$ cat config.mk
export PLATFORM = sky130hd
export DESIGN_NAME = midi_cmd_encoder
export DESIGN_NICKNAME = d
export VERILOG_FILES = /design/src/rtl/midi_cmd_encoder.sv
export SDC_FILE = /design/constraint.sdc
export NUM_CORES = 1
export LEC_CHECK = 0
export ABC_AREA = 1
export ABC_CLOCK_PERIOD_IN_PS = 3100
export CAP_MARGIN = 20
export CELL_PAD_IN_SITES_DETAIL_PLACEMENT = 1
export CELL_PAD_IN_SITES_GLOBAL_PLACEMENT = 2
export CORE_AREA = 3 3 105 57
export DETAILED_ROUTE_END_ITERATION = 6
export DIE_AREA = 0 0 108 60
export PLACE_DENSITY = 0.91
export SYNTH_ARGS = -nofsm -noshare
export SYNTH_HDL_FRONTEND = slang
export SYNTH_SLANG_ARGS = --single-unit
export TNS_END_PERCENT = 100
$ cat constraint.sdc
create_clock -name clk -period 3.1 [get_ports clk]
set_input_delay 0.62 -clock clk [delete_from_list [all_inputs] [get_ports clk]]
set_output_delay 0.62 -clock clk [all_outputs]
set_load 0.1 [all_outputs]
$ cat src/rtl/midi_cmd_encoder.sv
// midi_cmd_encoder: turns a raw MIDI byte stream into 16-bit synth command
// words {cmd, note[6:0], velocity[7:0]} for the bank manager. Handles running
// status, channel filtering, note-on-velocity-0 as note-off, and skips
// real-time, system-common and SysEx traffic. Each command is a one-cycle
// registered pulse; o_data is 16'h0000 whenever o_valid is low.
// Optional feature macro: MIDI_PROGRAM_CHANGE_WAVE_EN (program change on the
// accepted channel emits CHANGE_WAVE, 16'h8000).
module midi_cmd_encoder #(
    parameter int unsigned CHANNEL = 0
) (
    input  logic        clk,
    input  logic        reset,
    input  logic [7:0]  i_byte,
    input  logic        i_byte_valid,
    output logic [15:0] o_data,
    output logic        o_valid
);

    typedef enum logic [1:0] {
        IDLE  = 2'd0,
        DATA1 = 2'd1,
        DATA2 = 2'd2,
        SYSEX = 2'd3
    } state_t;

    // Channel-voice message types, from status bits [6:4]
    localparam logic [2:0] TYPE_NOTE_OFF = 3'd0;
    localparam logic [2:0] TYPE_NOTE_ON  = 3'd1;
    localparam logic [2:0] TYPE_CTRL     = 3'd3;
`ifdef MIDI_PROGRAM_CHANGE_WAVE_EN
    localparam logic [2:0] TYPE_PROGRAM  = 3'd4;
`endif

    localparam logic [15:0] CMD_STOP_ALL    = 16'h7F00;
`ifdef MIDI_PROGRAM_CHANGE_WAVE_EN
    localparam logic [15:0] CMD_CHANGE_WAVE = 16'h8000;
`endif

    localparam logic [3:0] CHAN = 4'(CHANNEL);

    state_t      state_q,    state_d;
    logic [2:0]  rs_type_q,  rs_type_d;
    logic        rs_ignore_q, rs_ignore_d;
    logic [1:0]  need_cnt_q, need_cnt_d;
    logic [1:0]  data_cnt_q, data_cnt_d;
    logic [6:0]  d1_q,       d1_d;
    logic [15:0] o_data_q,   o_data_d;
    logic        o_valid_q,  o_valid_d;

    // Completion scratch values
    logic        complete;
    logic [6:0]  msg_d1;
    logic [6:0]  msg_d2;
    logic [1:0]  cnt_next;

    // Parser next-state, running-status tracking and command mapping
    always_comb begin
        state_d     = state_q;
        rs_type_d   = rs_type_q;
        rs_ignore_d = rs_ignore_q;
        need_cnt_d  = need_cnt_q;
        data_cnt_d  = data_cnt_q;
        d1_d        = d1_q;
        o_data_d    = '0;
        o_valid_d   = 1'b0;
        complete    = 1'b0;
        msg_d1      = '0;
        msg_d2      = '0;
        cnt_next    = data_cnt_q + 2'd1;

        if (i_byte_valid) begin
            if (i_byte[7]) begin
                if (i_byte[7:3] == 5'b11111) begin
                    // Real-time byte: transparent to the parser
                end else if (i_byte[7:4] != 4'hF) begin
                    // Channel-voice status: (re)start running status
                    rs_type_d   = i_byte[6:4];
                    rs_ignore_d = (i_byte[3:0] != CHAN);
                    need_cnt_d  = (i_byte[6:5] == 2'b10) ? 2'd1 : 2'd2;
                    data_cnt_d  = '0;
                    state_d     = DATA1;
                end else begin
                    // System-common / SysEx: running status is lost and any
                    // trailing data bytes fall into IDLE, which drops them
                    rs_type_d   = '0;
                    rs_ignore_d = 1'b1;
                    need_cnt_d  = '0;
                    data_cnt_d  = '0;
                    state_d     = (i_byte[3:0] == 4'h0) ? SYSEX : IDLE;
                end
            end else begin
                case (state_q)
                    DATA1, DATA2: begin
                        if (cnt_next == need_cnt_q) begin
                            complete   = 1'b1;
                            msg_d1     = (data_cnt_q == 2'd0) ? i_byte[6:0] : d1_q;
                            msg_d2     = (data_cnt_q == 2'd0) ? 7'd0 : i_byte[6:0];
                            data_cnt_d = '0;
                            state_d    = DATA1;
                        end else begin
                            d1_d       = i_byte[6:0];
                            data_cnt_d = cnt_next;
                            state_d    = DATA2;
                        end
                    end
                    default: begin
                        // IDLE and SYSEX drop data bytes
                    end
                endcase
            end
        end

        if (complete && !rs_ignore_q) begin
            case (rs_type_q)
                TYPE_NOTE_ON, TYPE_NOTE_OFF: begin
                    // Note 0 is the bank's empty marker; note 127 off aliases STOP_ALL
                    if (msg_d1 != 7'd0 && msg_d1 != 7'd127) begin
                        o_valid_d = 1'b1;
                        if (rs_type_q == TYPE_NOTE_ON && msg_d2 != 7'd0)
                            o_data_d = {1'b1, msg_d1, 1'b0, msg_d2};
                        else
                            o_data_d = {1'b0, msg_d1, 8'h00};
                    end
                end
                TYPE_CTRL: begin
                    if (msg_d1 == 7'd120 || msg_d1 == 7'd123) begin
                        o_valid_d = 1'b1;
                        o_data_d  = CMD_STOP_ALL;
                    end
                end
`ifdef MIDI_PROGRAM_CHANGE_WAVE_EN
                TYPE_PROGRAM: begin
                    o_valid_d = 1'b1;
                    o_data_d  = CMD_CHANGE_WAVE;
                end
`endif
                default: begin
                    // Aftertouch, other controllers, pitch bend: discarded
                end
            endcase
        end
    end

    // Parser state and registered command output
    always_ff @(posedge clk or posedge reset) begin
        if (reset) begin
            state_q     <= IDLE;
            rs_type_q   <= '0;
            rs_ignore_q <= 1'b1;
            need_cnt_q  <= '0;
            data_cnt_q  <= '0;
            d1_q        <= '0;
            o_data_q    <= '0;
            o_valid_q   <= 1'b0;
        end else begin
            state_q     <= state_d;
            rs_type_q   <= rs_type_d;
            rs_ignore_q <= rs_ignore_d;
            need_cnt_q  <= need_cnt_d;
            data_cnt_q  <= data_cnt_d;
            d1_q        <= d1_d;
            o_data_q    <= o_data_d;
            o_valid_q   <= o_valid_d;
        end
    end

    assign o_data  = o_data_q;
    assign o_valid = o_valid_q;

endmodule

# Yosys cells after proc, flatten, opt, wreduce, memory -nomap -nowiden
# Cells that the tools add are included.
# classes
addsub,1
multipliers,0
div_mod_pow,0
n_lt_le_gt_ge,0
eq_ne,12
shift,0
mux,37
bitwise_logic,3
reduce_logical,17
# ops
cell,count
two-way mux 7 bit,10
two-way mux 16 bit,3
case mux 16 bit (2 select lines),1
two-way mux 2 bit,12
two-way mux 15 bit,1
"equality test 7 bit, second input constant",2
nonzero test 7 bit,2
two-way mux 1 bit,8
"inequality test 7 bit, second input constant",1
AND reduction 3 bit,2
"equality test 5 bit, second input constant",1
"equality test 2 bit, second input constant",2
zero test 4 bit,1
"inequality test 4 bit, second input constant",1
AND reduction 4 bit,1
nonzero test 4 bit,1
OR reduction 2 bit,2
"equality test 3 x 1 -> 1 bit, second input constant",1
"equality test 3 x 2 -> 1 bit, second input constant",1
logical AND 1 bit,3
zero test 3 bit,1
two-way mux 3 bit,1
NOT 1 bit,3
"adder 2 x 1 -> 2 bit, second input constant",1
8 further kinds,8
# totals
ff_bits,34
latchBits,0
ram_bits,0
mem_bits_ro,0
wordCells,78
n_memories,0

# Logic depth before layout (Yosys ltp)
# Gate-level depths: netlist (run 1).
# logic_depth
word_depth,12
depth_mapped,14
ltp_nobuf,14

# Worst setup path after synthesis (run 1)
# Ideal clock, no wire load.
# synth_timing
path_type,register to register
start,register data_cnt_q[0]
end,register o_data_q[10] (netlist: o_data[10])
setup_ns,0.117
arrival_ns,1.678
t_required_ns,2.983
setup_slack_ns,1.305
stages_incl_launch_ff,14
synth_period_minus_slack_ns,1.795
path_cell_list,dfrtp_1 > inv_2 > ha_1 > inv_1 > nand2_1 > nand2_4 > nor2_8 > nand3_2 > nor2_4 > nand3_2 > nand3_2 > nand2_2 > nand2_4 > nor2_2
# synth_via
elab_chain_len,11
# synth_lines
item,line_no,text
"start, declared",45,"logic [1:0] data_cnt_q, data_cnt_d;"
"start signal, assigned",160,data_cnt_q <= data_cnt_d;
adder 2 x 1 -> 2 bit / zero test 2 bit (equally long branches),"69, 96",
equality test 2 bit / two-way mux 7 bit (equally long branches),"94, 96",
two-way mux 7 bit,94,if (cnt_next == need_cnt_q) begin
two-way mux 7 bit,92,case (state_q)
two-way mux 7 bit,72,if (i_byte[7]) begin
two-way mux 7 bit,71,if (i_byte_valid) begin
"equality test 7 bit, or another cell as far along",126,if (msg_d1 == 7'd120 || msg_d1 == 7'd123) begin
logical OR 1 bit / logical AND 1 bit (equally long branches),"126, 117",
two-way mux 15 bit / two-way mux 16 bit (equally long branches),"126, 117",
case mux 16 bit (2 select lines),114,case (rs_type_q)
two-way mux 16 bit (*),113,if (complete && !rs_ignore_q) begin
via o_data_d[10],47,"logic [15:0] o_data_q, o_data_d;"
"end signal, assigned",162,o_data_q <= o_data_d;
"end, declared",47,
# The timed path passes the listed nets; every way through them passes the cells marked *.
# A chain may end at the register's enable or synchronous reset.

# Worst setup path in the final report (run 1)
# layout_timing
start,register data_cnt_q[0]
end,register o_data_q[9] (netlist: o_data[9])
# The elaborated chain is that of the path after synthesis.

==> flow_metrics.tcl, run 1 <==
set metrics [dict create \
    grt-ovfl-total 0 \
    yosys.area_share.adder 0.007102 \
    postCtsResizedCells 0 \
    min_period_over_period 0.7061 \
    syn_to_final_growth_pct 21.73 \
    syn_area_sq_um 1762 \
    cap_violations 0 \
    post_cts_buffers 0 \
    wirelength_mm 4.063 \
    clock_latency_ns 0.28 \
    synth_top_cell_by_area "dfrtp_1" \
    die_y_microns 60 \
    synthXorXnorAreaFrac 0 \
    crit_cells 11 \
    drc 0 \
    drtIter0Drc 48 \
    crit_type "flip-flop to flip-flop" \
    max_freq_mhz 456.8 \
    synth_most_common_cell "nand2_1" \
    antenna_cells 0 \
    yosys-mux-area-fraction 0.006392 \
    grt.total_usage 0.1403 \
    grt_first_pass_wirelength_mm 6.775 \
    synth-edff-count 0 \
    syn_nets 208 \
    setup.worst_path.end "o_data[9]" \
    ios 28 \
    numCtsBuffers 5 \
    initial_utilization 0.3539 \
    r2r-end "o_data[9]" \
    synth_area_per_cell_sq_um 8.988 \
    hold_viol 0 \
    vias 1343 \
    cts_tree "yes" \
    die_area_sq_um 6480 \
    netlist_top_cells_area "dfrtp_1 (45%), nand2_1 (8.3%), inv_1 (5.3%), nor3_2 (4.0%), o21ai_0 (3.7%)" \
    rsz0062_at_grt "no" \
    hold_path_class "flip-flop to flip-flop" \
    timing.hold.ws_ns 0.4929 \
    synth_top_area_frac 0.4545 \
    place.detailed.hpwl_mm 3.211 \
    clockBufferDepth 2 \
    place_inst 291 \
    leakagePower_uw 0.001057 \
    path_buf_inv 2 \
    cp.required_ns 3.26 \
    rr_worst_depth 11 \
    startpoint "data_cnt_q[0]" \
    clock-root-buffer "clkbuf_8" \
    synth.distinct_cells 34 \
    core_sq_um 4977 \
    crit_path_top_delay_cell "ha_1" \
    io_buffers 26 \
    routedWlPerCell_microns 13.59 \
    drive_gt1_frac 0.3013 \
    startpoint_type "flip-flop" \
    ys_warn_count 0 \
    ys_ff_latch 33 \
    yosys-top-cells-count "nand2_1 (39), dfrtp_1 (32), inv_1 (25), o21ai_0 (13), nor2_1 (11)" \
    final_core_util 0.4309 \
    h-tree-depth 2 \
    ctsHoldBuffers 0 \
    path_cells "inv_2, ha_1, inv_2, o21ai_1, nand3_2, nor2_4, nand3_2, nand3_2, nand2_2, nand2_4, nor2_2" \
    r2r_slack_ns 0.91 \
    syn_inst 196 \
    fp.dieW_microns 108 \
    ir_drop_mv 0.2436 \
    setup_viol 0 \
    slew_viol_final 0 \
    skew_ns 0.01341 \
    cts_sinks 33 \
    ant_nets 0 \
    endpoint_kind "flip-flop" \
    grt_max_degree 34 \
    pwr_density_cell_nw_per_um2 639.6 \
    rows 18 \
    max_stage_delay_ns 0.44 \
    yosysSeqAreaShare 0.4695 \
    clk_transition_reported_paths_ns 0.07 \
    cp.arrival_ns 2.35 \
    crit-reg2reg-launch "data_cnt_q[0]" \
    synthArstFlopShare 1.000 \
    final.min_clock_period_ns 2.189 \
    worstMarginPinSlew_ns 0.7897 \
    grt_pass1_vias 1336 \
    fin_nets 240 \
    synth_simple_gate_area_frac 0.3487 \
    antenna_found_initial 0 \
    synth_top_family_by_area "simple AND/OR/NAND/NOR gates" \
    fill_cells 609 \
    cp_common_cell "nand3_2" \
    routabilityCongestion 0.8708 \
    cp_max_fo 10 \
    crit_family "simple AND/OR/NAND/NOR gates" \
    synth_compound_area_frac 0.08878 \
    final_cells 299 \
    via_per_inst 4.492 \
    synthFlopType "dfrtp_1" \
    status "complete, no violations" \
    fin_setup_tns_ns 0 \
    firstDrtPassIters 4 \
    slew_headroom 0.4687 \
]
[cell type report]
cell class | count | area, sq um | area share
Sequential cell | 33 | 827.0 | 0.3856
Tap cell | 70 | 87.58 | 0.04084
Multi-Input combinational cell | 129 | 798.3 | 0.3722
Timing Repair Buffer | 28 | 235.2 | 0.1097
Inverter | 31 | 116.4 | 0.05426
Clock buffer | 8 | 80.08 | 0.03734
[stage by stage]
step                      cell area, sq um  power, uW  setup slack, ns
after floorplan                       1762      957.8            1.305
after global placement                2064       1054           0.6338
after detailed placement              2064       1075           0.6195
after CTS                             2145       1384           0.8935
after global routing                  2145       1478           0.7395
final                                 2145       1372           0.9110
[how the worst min path moves through the flow]
| stage | startpoint | to | slack, ns | cells after the start |
|---|---|---|---|---|
| after floorplan | d1_q[2] | d1_q[2] | 0.45 | 2 |
| after global placement | d1_q[4] | d1_q[4] | 0.47 | 2 |
| after detailed placement | d1_q[6] | d1_q[6] | 0.48 | 2 |
| after CTS | d1_q[6] | d1_q[6] | 0.50 | 2 |
| after global routing | d1_q[4] | d1_q[4] | 0.54 | 2 |
| final | d1_q[3] | d1_q[3] | 0.49 | 2 |
[logic make-up (layout without fill, tap and decap cells)]
| kind of cell | count (synthesis) | count (layout) |
|---|---|---|
| flip-flops | 33 | 33 |
| AND/OR/NAND/NOR | 101 | 101 |
| buffers and inverters | 34 | 67 |
| adder cells (fa/ha/maj) | 1 | 1 |
| other | 1 | 1 |
| AO/OA/AOI/OAI | 25 | 25 |
| multiplexers | 1 | 1 |
[worst min-delay path, stage by stage, from the launching register on]
cell,delay (ns)
dfrtp_1,0.34
nand2_1,0.05
o21ai_0,0.06
[sequential cells by signal (all words and copies together) (netlist names)]
signal,flops
rs_type_q,3
d1_q,7
data_cnt_q,2
need_cnt_q,2
o_data,15
rs_ignore_q,1
state_q,2
o_valid,1
[layout by cell type (no fill, tap or decap), drive strengths merged]
cell | Yosys | routed
a21oi | 1 | 1
a22oi | 1 | 1
a31oi | 1 | 1
and2 | 2 | 2
buf | 3 | 18
clkbuf | 0 | 8
clkdlybuf4s50 | 0 | 10
conb | 1 | 1
dfrtp | 32 | 32
dfstp | 1 | 1
ha | 1 | 1
inv | 31 | 31
mux2 | 1 | 1
nand2 | 48 | 48
nand3 | 14 | 14
nand4 | 2 | 2
nor2 | 25 | 25
nor3 | 9 | 9
nor4 | 1 | 1
o21a | 1 | 1
o21ai | 18 | 18
o22ai | 1 | 1
o31ai | 2 | 2
[power by group]
part | internal (uW) | switching [uW] | total [uW]
Combinational | 157 | 353 | 510
Sequential | 506 | 44.9 | 551
Clock | 160 | 151 | 310
[routing by layer]
metal,GRT usage,share of wire
met1,0.1961,0.52
met2,0.2085,0.43
met3,0.03883,0.045
met4,0.05216,0.012
met5,0,0
No activity file was read; power rests on OpenSTA's default activity.
==> inputs of run 2 (changes only) <==
ABC_CLOCK_PERIOD_IN_PS = 2300   (was 3100)
CORE_AREA = 3 3 109 59   (was 3 3 105 57)
DIE_AREA = 0 0 112 62   (was 0 0 108 60)
PLACE_DENSITY = 0.86   (was 0.91)
clock period = 2.3 ns   (was 3.1 ns; I/O delays follow)
==> flow_metrics.tcl, run 2 (synthesized netlist as in run 1, its figures left out) <==
set metrics [dict create \
    ir_drop_mv 0.2620 \
    cp.arrival_ns 2.19 \
    via_per_inst 4.500 \
    firstDrtPassIters 4 \
    pwr_density_cell_nw_per_um2 860.2 \
    clockBufferDepth 2 \
    clock-root-buffer "clkbuf_8" \
    syn_to_final_growth_pct 25.07 \
    drc 0 \
    post_cts_buffers 0 \
    largest_reg_flops 15 \
    core_sq_um 5444 \
    hold_path_class "flip-flop to flip-flop" \
    hold_viol 0 \
    clock_latency_ns 0.28 \
    fp.dieW_microns 112 \
    clk_transition_reported_paths_ns 0.07 \
    postCtsResizedCells 0 \
    routedWlPerCell_microns 13.56 \
    antenna_cells 0 \
    cap_violations 0 \
    place.detailed.hpwl_mm 3.300 \
    endpoint_kind "flip-flop" \
    grt_first_pass_wirelength_mm 6.948 \
    crit-reg2reg-launch "data_cnt_q[0]" \
    grt-ovfl-total 0 \
    numCtsBuffers 5 \
    ios 28 \
    vias 1386 \
    cts_sinks 33 \
    initial_utilization 0.3236 \
    cp.required_ns 2.47 \
    rsz0062_at_grt "no" \
    most-common-layout-cells "nand2_1 (39), dfrtp_1 (32), inv_1 (25)" \
    grt_max_degree 34 \
    skew_ns 0.006286 \
    routabilityCongestion 0.8450 \
    drtIter0Drc 41 \
    multi_input_area_sq_um 798.3 \
    cts_tree "yes" \
    setup.worst_path.end "o_data[14]" \
    fin_setup_tns_ns 0 \
    max_freq_mhz 495.9 \
    fill_cells 641 \
    finalPower_uw 1895 \
    grt.total_usage 0.1298 \
    r2r-end "o_data[14]" \
    rr_worst_depth 12 \
    startpoint_type "flip-flop" \
    die_area_sq_um 6944 \
    drive_gt1_frac 0.3234 \
    crit_type "flip-flop to flip-flop" \
    leakagePower_uw 0.001092 \
    antenna_found_initial 0 \
    final_common_cell "nand2_1" \
    r2r_slack_ns 0.28 \
    grt_pass1_vias 1435 \
    ant_nets 0 \
    startpoint "data_cnt_q[0]" \
    io_buffers 26 \
    ctsHoldBuffers 0 \
    pre_cts_ws_ns 0.1203 \
    fin_nets 246 \
    status "complete, no violations" \
    min_period_over_period 0.8767 \
    layout_setup_ws_ns 0.2836 \
    die_y_microns 62 \
    rows 19 \
    final.min_clock_period_ns 2.016 \
    setup_viol 0 \
    wirelength_mm 4.175 \
    h-tree-depth 2 \
    slew_viol_final 0 \
    ff_latch_area_sq_um 827.0 \
    cp_max_fo 8 \
]
[run 2: cell count changes in the layout (fill, tap and decap cells not counted), sizes merged]
cell	before	now
buf	18	24
[run 2: layout make-up]
class                   instances  area share
flip-flops and latches         33      0.3754
multi-input cells             129      0.3623
repair buffers                 34      0.1272
inverters                      31     0.05281
well taps                      73     0.04145
clock buffers                   8     0.04089
[run 2: critical path, stage by stage, from the launching register on]
cell	delay, ns
dfrtp_1	0.41
inv_2	0.10
ha_1	0.30
buf_4	0.20
nand2_1	0.05
o21ai_1	0.15
inv_1	0.12
nor2_2	0.13
nand3_2	0.12
nand3_2	0.10
nand2_2	0.06
nand2_4	0.13
nor2_2	0.05
[run 2: per-layer routing]
layer | part of all wire | GRT usage | up-vias
met5 | 0 | 0 | -
met4 | 0.0081 | 0.03082 | 0
met3 | 0.034 | 0.03095 | 4
met2 | 0.49 | 0.2351 | 19
met1 | 0.46 | 0.1631 | 671
li1 | - | - | 692
[run 2: worst min-delay path by stage]
| stage | startpoint | end | slack, ns | depth (start not counted) |
|---|---|---|---|---|
| 6_report | d1_q[4] | d1_q[4] | 0.49 | 2 |
| 5_1_grt | d1_q[1] | d1_q[1] | 0.53 | 1 |
| 4_1_cts | d1_q[4] | d1_q[4] | 0.49 | 2 |
| 3_5_place_dp | d1_q[4] | d1_q[4] | 0.48 | 2 |
| 3_3_place_gp | d1_q[4] | d1_q[4] | 0.47 | 2 |
| 2_1_floorplan | d1_q[2] | d1_q[2] | 0.45 | 2 |
[run 2: metrics by stage]
| stage | hold WS (ns) | utilization | area (sq um) | std cells |
|---|---|---|---|---|
| 2_1_floorplan | 0.4530 | - | 1762 | 196 |
| 3_3_place_gp | 0.4685 | 0.3882 | 2113 | 300 |
| 3_5_place_dp | 0.4764 | 0.3882 | 2113 | 300 |
| 4_1_cts | 0.4926 | 0.4047 | 2203 | 308 |
| 5_1_grt | 0.5341 | 0.4047 | 2203 | 308 |
| 6_report | 0.4896 | 0.4047 | 2203 | 308 |
[run 2: report_power, final]
| group | switching, uW | internal (uW) | leakage, uW |
|---|---|---|---|
| Combinational | 474 | 231 | 0.000615 |
| Sequential | 58.1 | 683 | 0.000431 |
| Clock | 206 | 244 | 0.0000455 |
==> inputs of run 3 (changes only) <==
GPL_TIMING_DRIVEN = 1   (was not set)
==> results of run 3 <==
Same layout as run 2: the final DEF is identical, and so are final timing and power.
